[config.mk]
export PLATFORM = sky130hd
export DESIGN_NAME = crossbar_arbiter
export DESIGN_NICKNAME = d
export VERILOG_FILES = /design/src/rtl/crossbar_arbiter.sv
export SDC_FILE = /design/constraint.sdc
export NUM_CORES = 1
export LEC_CHECK = 0
export CORE_ASPECT_RATIO = 0.9
export CORE_UTILIZATION = 35
export CTS_BUF_LIST = sky130_fd_sc_hd__clkbuf_16
export CTS_CLUSTER_SIZE = 10
export DETAILED_ROUTE_END_ITERATION = 8
export PLACE_DENSITY_LB_ADDON = 0.2
export SKIP_LAST_GASP = 1
export SLEW_MARGIN = 0
export SYNTH_ARGS = -nofsm -noshare
export SYNTH_HDL_FRONTEND = slang
export SYNTH_SLANG_ARGS = --single-unit
export TNS_END_PERCENT = 30
[constraint.sdc]
create_clock -name clk -period 1.7 [get_ports clk]
set_input_delay 0.255 -clock clk [delete_from_list [all_inputs] [get_ports clk]]
set_output_delay 0.255 -clock clk [all_outputs]
set_load 0.01 [all_outputs]
[src/rtl/crossbar_arbiter.sv]
// crossbar_arbiter
// Round-robin arbiter and packet sequencer in front of the 4-source,
// 4-destination CDMA router crossbar. One source at a time owns the single
// crossbar input for the length of a packet (bounded by MAX_BURST beats).
// Beats are forwarded only while the latched destination is ready.
//
// Ports:
//   clk, rst    - rising-edge clock, asynchronous active-high reset
//   req         - per-source beat pending
//   req_dest    - 2-bit destination per source, [2i+1:2i]
//   req_data    - DATA_W-bit beat per source, [DATA_W*i +: DATA_W]
//   req_last    - per-source last-beat-of-packet flag
//   dst_ready   - per-destination ready
//   gnt         - registered one-hot grant, zero when idle
//   ack         - combinational beat-accepted strobe per source
//   xbar_data   - beat to the crossbar (zero when no beat is presented)
//   xbar_sel    - destination select to the crossbar
//   xbar_valid  - a beat is presented this cycle
//   busy        - a grant is active
module crossbar_arbiter #(
  parameter int DATA_W    = 4,
  parameter int MAX_BURST = 4
) (
  input  logic                  clk,
  input  logic                  rst,
  input  logic [3:0]            req,
  input  logic [7:0]            req_dest,
  input  logic [4*DATA_W-1:0]   req_data,
  input  logic [3:0]            req_last,
  input  logic [3:0]            dst_ready,
  output logic [3:0]            gnt,
  output logic [3:0]            ack,
  output logic [DATA_W-1:0]     xbar_data,
  output logic [1:0]            xbar_sel,
  output logic                  xbar_valid,
  output logic                  busy
);

  localparam int CNT_W = (MAX_BURST > 1) ? $clog2(MAX_BURST) : 1;

  typedef enum logic {
    IDLE  = 1'b0,
    GRANT = 1'b1
  } state_t;

  state_t             state_q, state_d;
  logic [1:0]         ptr_q, ptr_d;
  logic [1:0]         win_q, win_d;
  logic [1:0]         sel_q, sel_d;
  logic [3:0]         gnt_q, gnt_d;
  logic [CNT_W-1:0]   cnt_q, cnt_d;

  // Round-robin scan starting at ptr_q.
  logic               found;
  logic [1:0]         pick;

  // Current-owner view of the request inputs.
  logic               cur_req;
  logic               cur_last;
  logic               cur_rdy;
  logic               beat_ok;
  logic               last_cnt;
  logic               release_now;

  always_comb begin
    found = 1'b0;
    pick  = ptr_q;
    for (int k = 0; k < 4; k++) begin
      if (!found && req[ptr_q + 2'(k)]) begin
        found = 1'b1;
        pick  = ptr_q + 2'(k);
      end
    end
  end

  always_comb begin
    cur_req  = req[win_q];
    cur_last = req_last[win_q];
    cur_rdy  = dst_ready[sel_q];
    beat_ok  = (state_q == GRANT) && cur_req && cur_rdy;
    // Burst cap: the beat accepted at count MAX_BURST-1 is the final one.
    last_cnt = (cnt_q == CNT_W'(MAX_BURST - 1));
    // Abandoned packets (req dropped) release without sending a beat.
    release_now = (state_q == GRANT) &&
                  (!cur_req || (beat_ok && (cur_last || last_cnt)));
  end

  // State register
  always_ff @(posedge clk or posedge rst) begin
    if (rst) begin
      state_q <= IDLE;
      ptr_q   <= 2'd0;
      win_q   <= 2'd0;
      sel_q   <= 2'd0;
      gnt_q   <= 4'd0;
      cnt_q   <= '0;
    end else begin
      state_q <= state_d;
      ptr_q   <= ptr_d;
      win_q   <= win_d;
      sel_q   <= sel_d;
      gnt_q   <= gnt_d;
      cnt_q   <= cnt_d;
    end
  end

  // Next-state logic
  always_comb begin
    state_d = state_q;
    ptr_d   = ptr_q;
    win_d   = win_q;
    sel_d   = sel_q;
    gnt_d   = gnt_q;
    cnt_d   = cnt_q;
    unique case (state_q)
      IDLE: begin
        if (found) begin
          state_d = GRANT;
          win_d   = pick;
          gnt_d   = 4'b0001 << pick;
          // Destination is frozen for the whole packet.
          sel_d   = req_dest[{pick, 1'b0} +: 2];
          cnt_d   = '0;
        end
      end
      GRANT: begin
        if (release_now) begin
          state_d = IDLE;
          gnt_d   = 4'd0;
          cnt_d   = '0;
          ptr_d   = win_q + 2'd1;
        end else if (beat_ok) begin
          cnt_d = cnt_q + CNT_W'(1);
        end
      end
      default: begin
        state_d = IDLE;
      end
    endcase
  end

  // Output logic
  always_comb begin
    busy       = (state_q == GRANT);
    gnt        = gnt_q;
    xbar_sel   = busy ? sel_q : 2'd0;
    xbar_valid = busy && cur_req;
    xbar_data  = xbar_valid ? req_data[int'(win_q) * DATA_W +: DATA_W] : '0;
    ack        = beat_ok ? gnt_q : 4'd0;
  end

endmodule

==> flow_metrics.env, run 1 <==
export IMPL_fmax_ghz=0.5238
export IMPL_timing_final_max_slew_violations=0
export IMPL_ys_warnings_count=0
export IMPL_layout_worst_path_cycle_share_pct=112.3
export IMPL_gpl_final_weighted_congestion=0.7584
export IMPL_layout_area_overhead_vs_synth_pct=79.09
export IMPL_post_route_min_period_ps=1909
export IMPL_worst_ep_arrival_time_ps=1650
export IMPL_design_core_area_sq_mm=0.002748
export IMPL_worst_hold_path_type="in -> async"
export IMPL_first_pass_grt_wire_length_um=4560
export IMPL_synth_avg_cell_area_sq_um=9.973
export IMPL_powerDensity_mw_per_mm2=1561
export IMPL_critical_path_class="reg -> out"
export IMPL_slew_limit_headroom_pct=65.40
export IMPL_critical_path_peak_fanout=7
export IMPL_worst_setup_margin_ps=-209.1
export IMPL_layout_drive_gt1_share_pct=32.95
export IMPL_synth_cell_types=39
export IMPL_num_vias=1107
export IMPL_finished_layout_cells=216
export IMPL_number_of_violations_reported_at_the_end_of_detailed_routing_iteration_0=20
export IMPL_clock_tree_htree_level_count=1
export IMPL_dp_cells=210
export IMPL_finalClockSkew_ps=4.617
export IMPL_drc_errors=0
export IMPL_insertedDiodeCount=0
export IMPL_antenna_found_initial=0
export IMPL_hold_viol=0
export IMPL_antenna_left=0
export IMPL_synth_seq_cells=13
export IMPL_status="complete, but fails checks"
export IMPL_rr_endpoint="ptr_q[1]"
export IMPL_io_pins=54
export IMPL_row_count=18
export IMPL_finalSetupViolations=22
export IMPL_grt_start_max_net_pins=14
export IMPL_peakVddDrop_v=0.0008437
export IMPL_timing_critical_path_from_type="flip-flop"
export IMPL_ys_top_cells_by_area="sky130_fd_sc_hd__dfrtp_1 32%, sky130_fd_sc_hd__mux4_2 15%, sky130_fd_sc_hd__and3_1 4.9%"
export IMPL_floorplan_initialDensity_pct=37.02
export IMPL_nets=216
export IMPL_mostFrequentLayoutCell="sky130_fd_sc_hd__clkdlybuf4s50_1"
export IMPL_post_route_util_pct=66.30
export IMPL_vias_in_the_first_global_route=1035
export IMPL_detailedRoute_firstPassIterationCount=4
export IMPL_end_kind="output pin"
export IMPL_clock_root_buffer="sky130_fd_sc_hd__clkbuf_16"
export IMPL_r2r_setup_slack_ps=-180
export IMPL_port_buffers=53
export IMPL_dpl_hpwl_um=2376
export IMPL_worst_slew_pin_transition_ps=518.4
export IMPL_failing_checks="negative setup slack"
export IMPL_clock_insertion_delay_worst_skew_ps=240
export IMPL_cellLeakagePower_nw=0.8277
export IMPL_synth_largest_area_cell="sky130_fd_sc_hd__dfrtp_1"
export IMPL_synth_seq_area_share_pct=31.98
export IMPL_grt_overflow_total=0
export IMPL_number_of_buffers_created_by_cts=3
export IMPL_cts_tree="built"
export IMPL_rr_worst_depth=7
export IMPL_rsz0062_at_grt="true"
export IMPL_globalRouteTotalUtil_pct=20.09
export IMPL_via_density_per_instance=5.125
export IMPL_drv_cap=0
export IMPL_synthesized_area_sq_mm=0.001017
export IMPL_synth_top_cell_area_share_pct=31.98
export IMPL_wl_per_cell_um=14.15
export IMPL_dieHeight_um=53.15
export IMPL_clock_sink_count=13
export IMPL_mappedNetlistNets=141
export IMPL_die_area_sq_mm=0.003126
export IMPL_clk_transition_reported_paths_ps=50
export IMPL_rr_startpoint="win_q[0]"
export IMPL_die_width_um=58.83
export IMPL_worstPathRequired_ps=1440
export IMPL_synthesis_instances=102
export IMPL_final_hold_worst_slack_ps=347.3
export IMPL_cts_max_path_buffers=2
export IMPL_most_common_layout_cells="43 x sky130_fd_sc_hd__clkdlybuf4s50_1, 18 x sky130_fd_sc_hd__buf_4, 13 x sky130_fd_sc_hd__dfrtp_1"
export IMPL_routed_wirelength_um=3057
-- synthesized netlist by cell type (all sizes together) --
library cell and count:
nand2b 1, mux2i 4, xor2 1, nor3 2, a211o 2, and3b 1, nor4 2, o221a 1
and3 8, or2 1, and2 3, nand3b 1, nor2b 2, or4 1, nor2 3, buf 4
a2bb2oi 1, o211ai 2, o2bb2ai 2, a21boi 1, o21ai 7, o21a 2, dfrtp 13, ha 1
mux2 1, clkbuf 1, inv 6, nand2 15, a21o 1, and2b 1, mux4 7, a21oi 1
nand3 3
-- metrics by stage --
step           TNS [ps]  instance area [sq um]  total power [mW]  setup slack, ps
2_1_floorplan         0                   1017             1.535            12.72
6_report          -2756                   1822             2.844           -209.1
5_1_grt           -4617                   1822             3.034           -280.4
4_1_cts           -3121                   1803             2.827           -217.6
3_3_place_gp      -7906                   1710             2.292           -548.7
3_5_place_dp      -8294                   1710             2.339           -566.7
-- state kept, by name (all words and copies together) (netlist names) --
signal and count:
sel_q 2, gnt 4, busy 1, win_q 2, ptr_q 2, cnt_q 2
-- worst max-delay path by stage --
stage / startpoint / end / cells past startpoint
CTS: win_q[0] / ack[1] / 5
global route: win_q[0] / ptr_q[1] / 7
global placement: req[3] / ack[0] / 6
finish: win_q[0] / ack[0] / 5
detailed placement: req[3] / ack[1] / 6
floorplan: win_q[0] / ptr_q[1] / 6
-- cells by family (layout without fill, tap and decap cells) --
| logic type | count (synthesis) | count (layout) | share of synthesized area, % |
|---|---|---|---|
| xor+xnor | 1 | 1 | 0.8612 |
| buf+inv | 11 | 85 | 5.903 |
| flops | 13 | 13 | 31.98 |
| compound gates | 20 | 20 | 14.51 |
| simple gates | 44 | 44 | 24.60 |
| fa+ha+maj | 1 | 1 | 1.230 |
| mux | 12 | 12 | 20.91 |
-- where the power goes --
| part | switching [mW] | leakage (nW) | internal [mW] |
|---|---|---|---|
| clock | 0.129 | 0.0409 | 0.313 |
| sequential | 0.138 | 0.164 | 0.458 |
| combinational | 0.784 | 0.622 | 1.02 |
-- repair_timing --
action | 4_1_cts | 5_1_grt
hold buffers | 0 | 0
buffers inserted | 2 | 0
resized for setup | 46 | 4
gates cloned | 0 | 0
pin swaps | 4 | 0
endpoints found under the setup margin | 21 | 23
-- metal layers --
metal / wire (um) / global-route usage [%]
met1: 1224 / 21.88
met4: 12 / 3.571
met3: 261 / 5.379
met2: 1558 / 39.02
met5: 0 / 0
-- area by class of cell --
cell class,instances,area [sq um]
well taps,40,50.05
flip-flops and latches,13,325.3
clock buffers,3,75.07
fillers,230,925.9
multi-input cells,78,651.9
inverters,6,25.02
repair buffers,75,689.4
clock inverters,1,5.005
-- critical path: stages (launching register included) --
cell                      delay [ps]
sky130_fd_sc_hd__dfrtp_1         390
sky130_fd_sc_hd__mux4_2          560
sky130_fd_sc_hd__nand2_2         110
sky130_fd_sc_hd__inv_4            60
sky130_fd_sc_hd__and3_4          180
sky130_fd_sc_hd__buf_6           110
No activity file was read; power rests on OpenSTA's default activity.
==> run 2: changes to the inputs <==
--- a/config.mk
+++ b/config.mk
@@ -8,6 +8,7 @@
 export CORE_ASPECT_RATIO = 0.9
 export CORE_UTILIZATION = 35
 export CTS_BUF_LIST = sky130_fd_sc_hd__clkbuf_16
+export CTS_CLUSTER_DIAMETER = 200
 export CTS_CLUSTER_SIZE = 10
 export DETAILED_ROUTE_END_ITERATION = 8
 export PLACE_DENSITY_LB_ADDON = 0.2
@@ -16,4 +17,4 @@
 export SYNTH_ARGS = -nofsm -noshare
 export SYNTH_HDL_FRONTEND = slang
 export SYNTH_SLANG_ARGS = --single-unit
-export TNS_END_PERCENT = 30
+export TNS_END_PERCENT = 20
==> run 2 against run 1 <==
  * Clock power about the same
  * The run still ends with negative setup slack left
  * Sequential power barely moved
  * Sequential share of layout area increased by 0.19 points
  * Worst setup slack gained 0.64 ps
  * Die area unchanged
==> flow_metrics.env, run 2 (synthesis gave the netlist of run 1 again) <==
export IMPL_status="complete, but fails checks"
export IMPL_failing_checks="negative setup slack"
export IMPL_power_frac_seq_pct=21.1
export IMPL_cts_tree="built"
export IMPL_die_area_sq_mm=0.003126
export IMPL_first_pass_grt_wire_length_um=4560
export IMPL_finalClockSkew_ps=5.299
export IMPL_timing_final_max_slew_violations=0
export IMPL_multi_input_area_sq_um=646.9
export IMPL_worst_ep_arrival_time_ps=1650
export IMPL_sw_frac_of_total_pct=37.09
export IMPL_cts_max_path_buffers=2
export IMPL_number_of_violations_reported_at_the_end_of_detailed_routing_iteration_0=19
export IMPL_dp_cells=210
export IMPL_timing_critical_path_from_type="flip-flop"
export IMPL_power_switching_mw=1.044
export IMPL_globalRouteTotalUtil_pct=20.09
export IMPL_r2r_setup_slack_ps=-190
export IMPL_cell_internal_pwr_mw=1.772
export IMPL_layout_area_overhead_vs_synth_pct=77.24
export IMPL_routed_wirelength_um=3059
export IMPL_clock_tree_htree_level_count=1
export IMPL_design_core_area_sq_mm=0.002748
export IMPL_cp_top_family="multiplexers"
export IMPL_critical_path_cell_count=5
export IMPL_finalSetupViolations=22
export IMPL_finished_layout_cells=216
export IMPL_die_width_um=58.83
export IMPL_worst_hold_path_type="in -> async"
export IMPL_clock_power_share_pct=15.7
export IMPL_dieHeight_um=53.15
export IMPL_clk_transition_reported_paths_ps=50
export IMPL_powerDensity_mw_per_mm2=1562
export IMPL_crit_path_cell_trace="mux4_2 > nand2_2 > inv_4 > and3_4 > buf_6"
export IMPL_insertedDiodeCount=0
export IMPL_clock_insertion_delay_worst_skew_ps=240
export IMPL_cts_hold_repair_buffers=0
export IMPL_rr_worst_depth=7
export IMPL_total_power_mw=2.816
export IMPL_grt_overflow_total=0
export IMPL_area_after_dpl_sq_mm=0.001710
export IMPL_most_common_layout_cells="43 x sky130_fd_sc_hd__clkdlybuf4s50_1, 20 x sky130_fd_sc_hd__buf_4, 13 x sky130_fd_sc_hd__dfrtp_1"
export IMPL_layout_drive_gt1_share_pct=32.39
export IMPL_peakVddDrop_v=0.0008452
export IMPL_drv_cap=0
export IMPL_dpl_hpwl_um=2376
export IMPL_fillers=233
export IMPL_mostFrequentLayoutCell="sky130_fd_sc_hd__clkdlybuf4s50_1"
export IMPL_slew_limit_headroom_pct=65.37
export IMPL_vias_in_the_first_global_route=1035
export IMPL_fmax_ghz=0.5240
export IMPL_via_density_per_instance=5.079
export IMPL_port_buffers=53
export IMPL_final_hold_worst_slack_ps=346.5
export IMPL_worst_slew_pin_transition_ps=518.9
export IMPL_row_count=18
export IMPL_critical_path_max_stage_delay_ps=560
export IMPL_detailedRoute_firstPassIterationCount=4
export IMPL_p_comb_share_pct=63.1
export IMPL_clock_root_buffer="sky130_fd_sc_hd__clkbuf_16"
export IMPL_rsz0062_at_grt="true"
export IMPL_cellLeakagePower_nw=0.8265
export IMPL_antenna_left=0
export IMPL_worst_path_buf_inv=2
export IMPL_worst_setup_margin_ps=-208.5
export IMPL_number_of_buffers_created_by_cts=3
export IMPL_num_vias=1097
export IMPL_number_of_flip_flops_under_the_largest_register_name=4
export IMPL_worstPathRequired_ps=1440
export IMPL_gpl_final_weighted_congestion=0.7584
export IMPL_antenna_found_initial=0
export IMPL_floorplan_initialDensity_pct=37.02
export IMPL_critical_path_peak_fanout=7
export IMPL_clock_sink_count=13
export IMPL_end_kind="output pin"
export IMPL_layout_worst_path_cycle_share_pct=112.3
export IMPL_wl_per_cell_um=14.16
export IMPL_sequential_cell_area_sq_um=325.3
export IMPL_io_pins=54
export IMPL_critical_path_class="reg -> out"
export IMPL_post_route_min_period_ps=1908
export IMPL_crit_path_top_delay_cell="sky130_fd_sc_hd__mux4_2"
export IMPL_grt_start_max_net_pins=14
export IMPL_nets=216
export IMPL_hold_viol=0
export IMPL_placement_setup_worst_slack_ps=-566.7
export IMPL_final_design_instance_area_without_fill_sq_mm=0.001803
export IMPL_drc_errors=0
[run 2: worst paths after layout]
check                          from        to
hold reg to reg            cnt_q[0]  cnt_q[0]
setup reg to reg           win_q[0]  ptr_q[1]
min in group clk           cnt_q[0]  cnt_q[0]
setup / recovery           win_q[0]    ack[0]
max in group asynchronous       rst  cnt_q[0]
hold / removal                  rst  sel_q[1]
[run 2: power by group through the flow]
stage | combinational (mW) | clock, mW | sequential [mW]
final | 1.78 | 0.443 | 0.595
after floorplan | 0.956 | 0 | 0.579
after detailed placement | 1.75 | 0 | 0.592
after global routing | 1.93 | 0.464 | 0.608
after CTS | 1.79 | 0.444 | 0.589
after global placement | 1.71 | 0 | 0.585
[run 2: what timing repair did]
| item | CTS | global route |
|---|---|---|
| setup buffers | 2 | 0 |
| resized for setup | 46 | 0 |
| pin swaps | 2 | 0 |
| hold endpoints to repair | 0 | 0 |
| setup endpoints to repair | 21 | 23 |
| gates cloned | 0 | 0 |
[run 2: metrics by stage]
step | utilization (%) | setup TNS (ps)
finish | 65.62 | -2928
global route | 65.62 | -4752
CTS | 65.62 | -3129
detailed placement | 62.25 | -8294
global placement | 62.25 | -7906
floorplan | - | 0
[run 2: layout make-up]
cell class / instances / share of cell area, %
well taps: 40 / 2.776
inverters: 6 / 1.388
clock inverters: 1 / 0.2776
multi-input cells: 78 / 35.88
flip-flops and latches: 13 / 18.04
repair buffers: 75 / 37.47
clock buffers: 3 / 4.164
[run 2: layer usage]
| metal | vias to the layer above | global-route usage (%) | wire length [um] |
|---|---|---|---|
| li1 | 524 | - | - |
| met3 | 3 | 5.379 | 249 |
| met2 | 47 | 39.02 | 1551 |
| met1 | 523 | 21.88 | 1244 |
| met4 | 0 | 3.571 | 14 |
| met5 | - | 0 | 0 |
[run 2: worst reg2reg max path, delay by kind of cell, from the launching register on]
kind | cells | cell delay, ps
AO/OA/AOI/OAI | 1 | 140
flip-flops | 1 | 390
AND/OR/NAND/NOR | 2 | 160
multiplexers | 2 | 800
buffers and inverters | 2 | 280
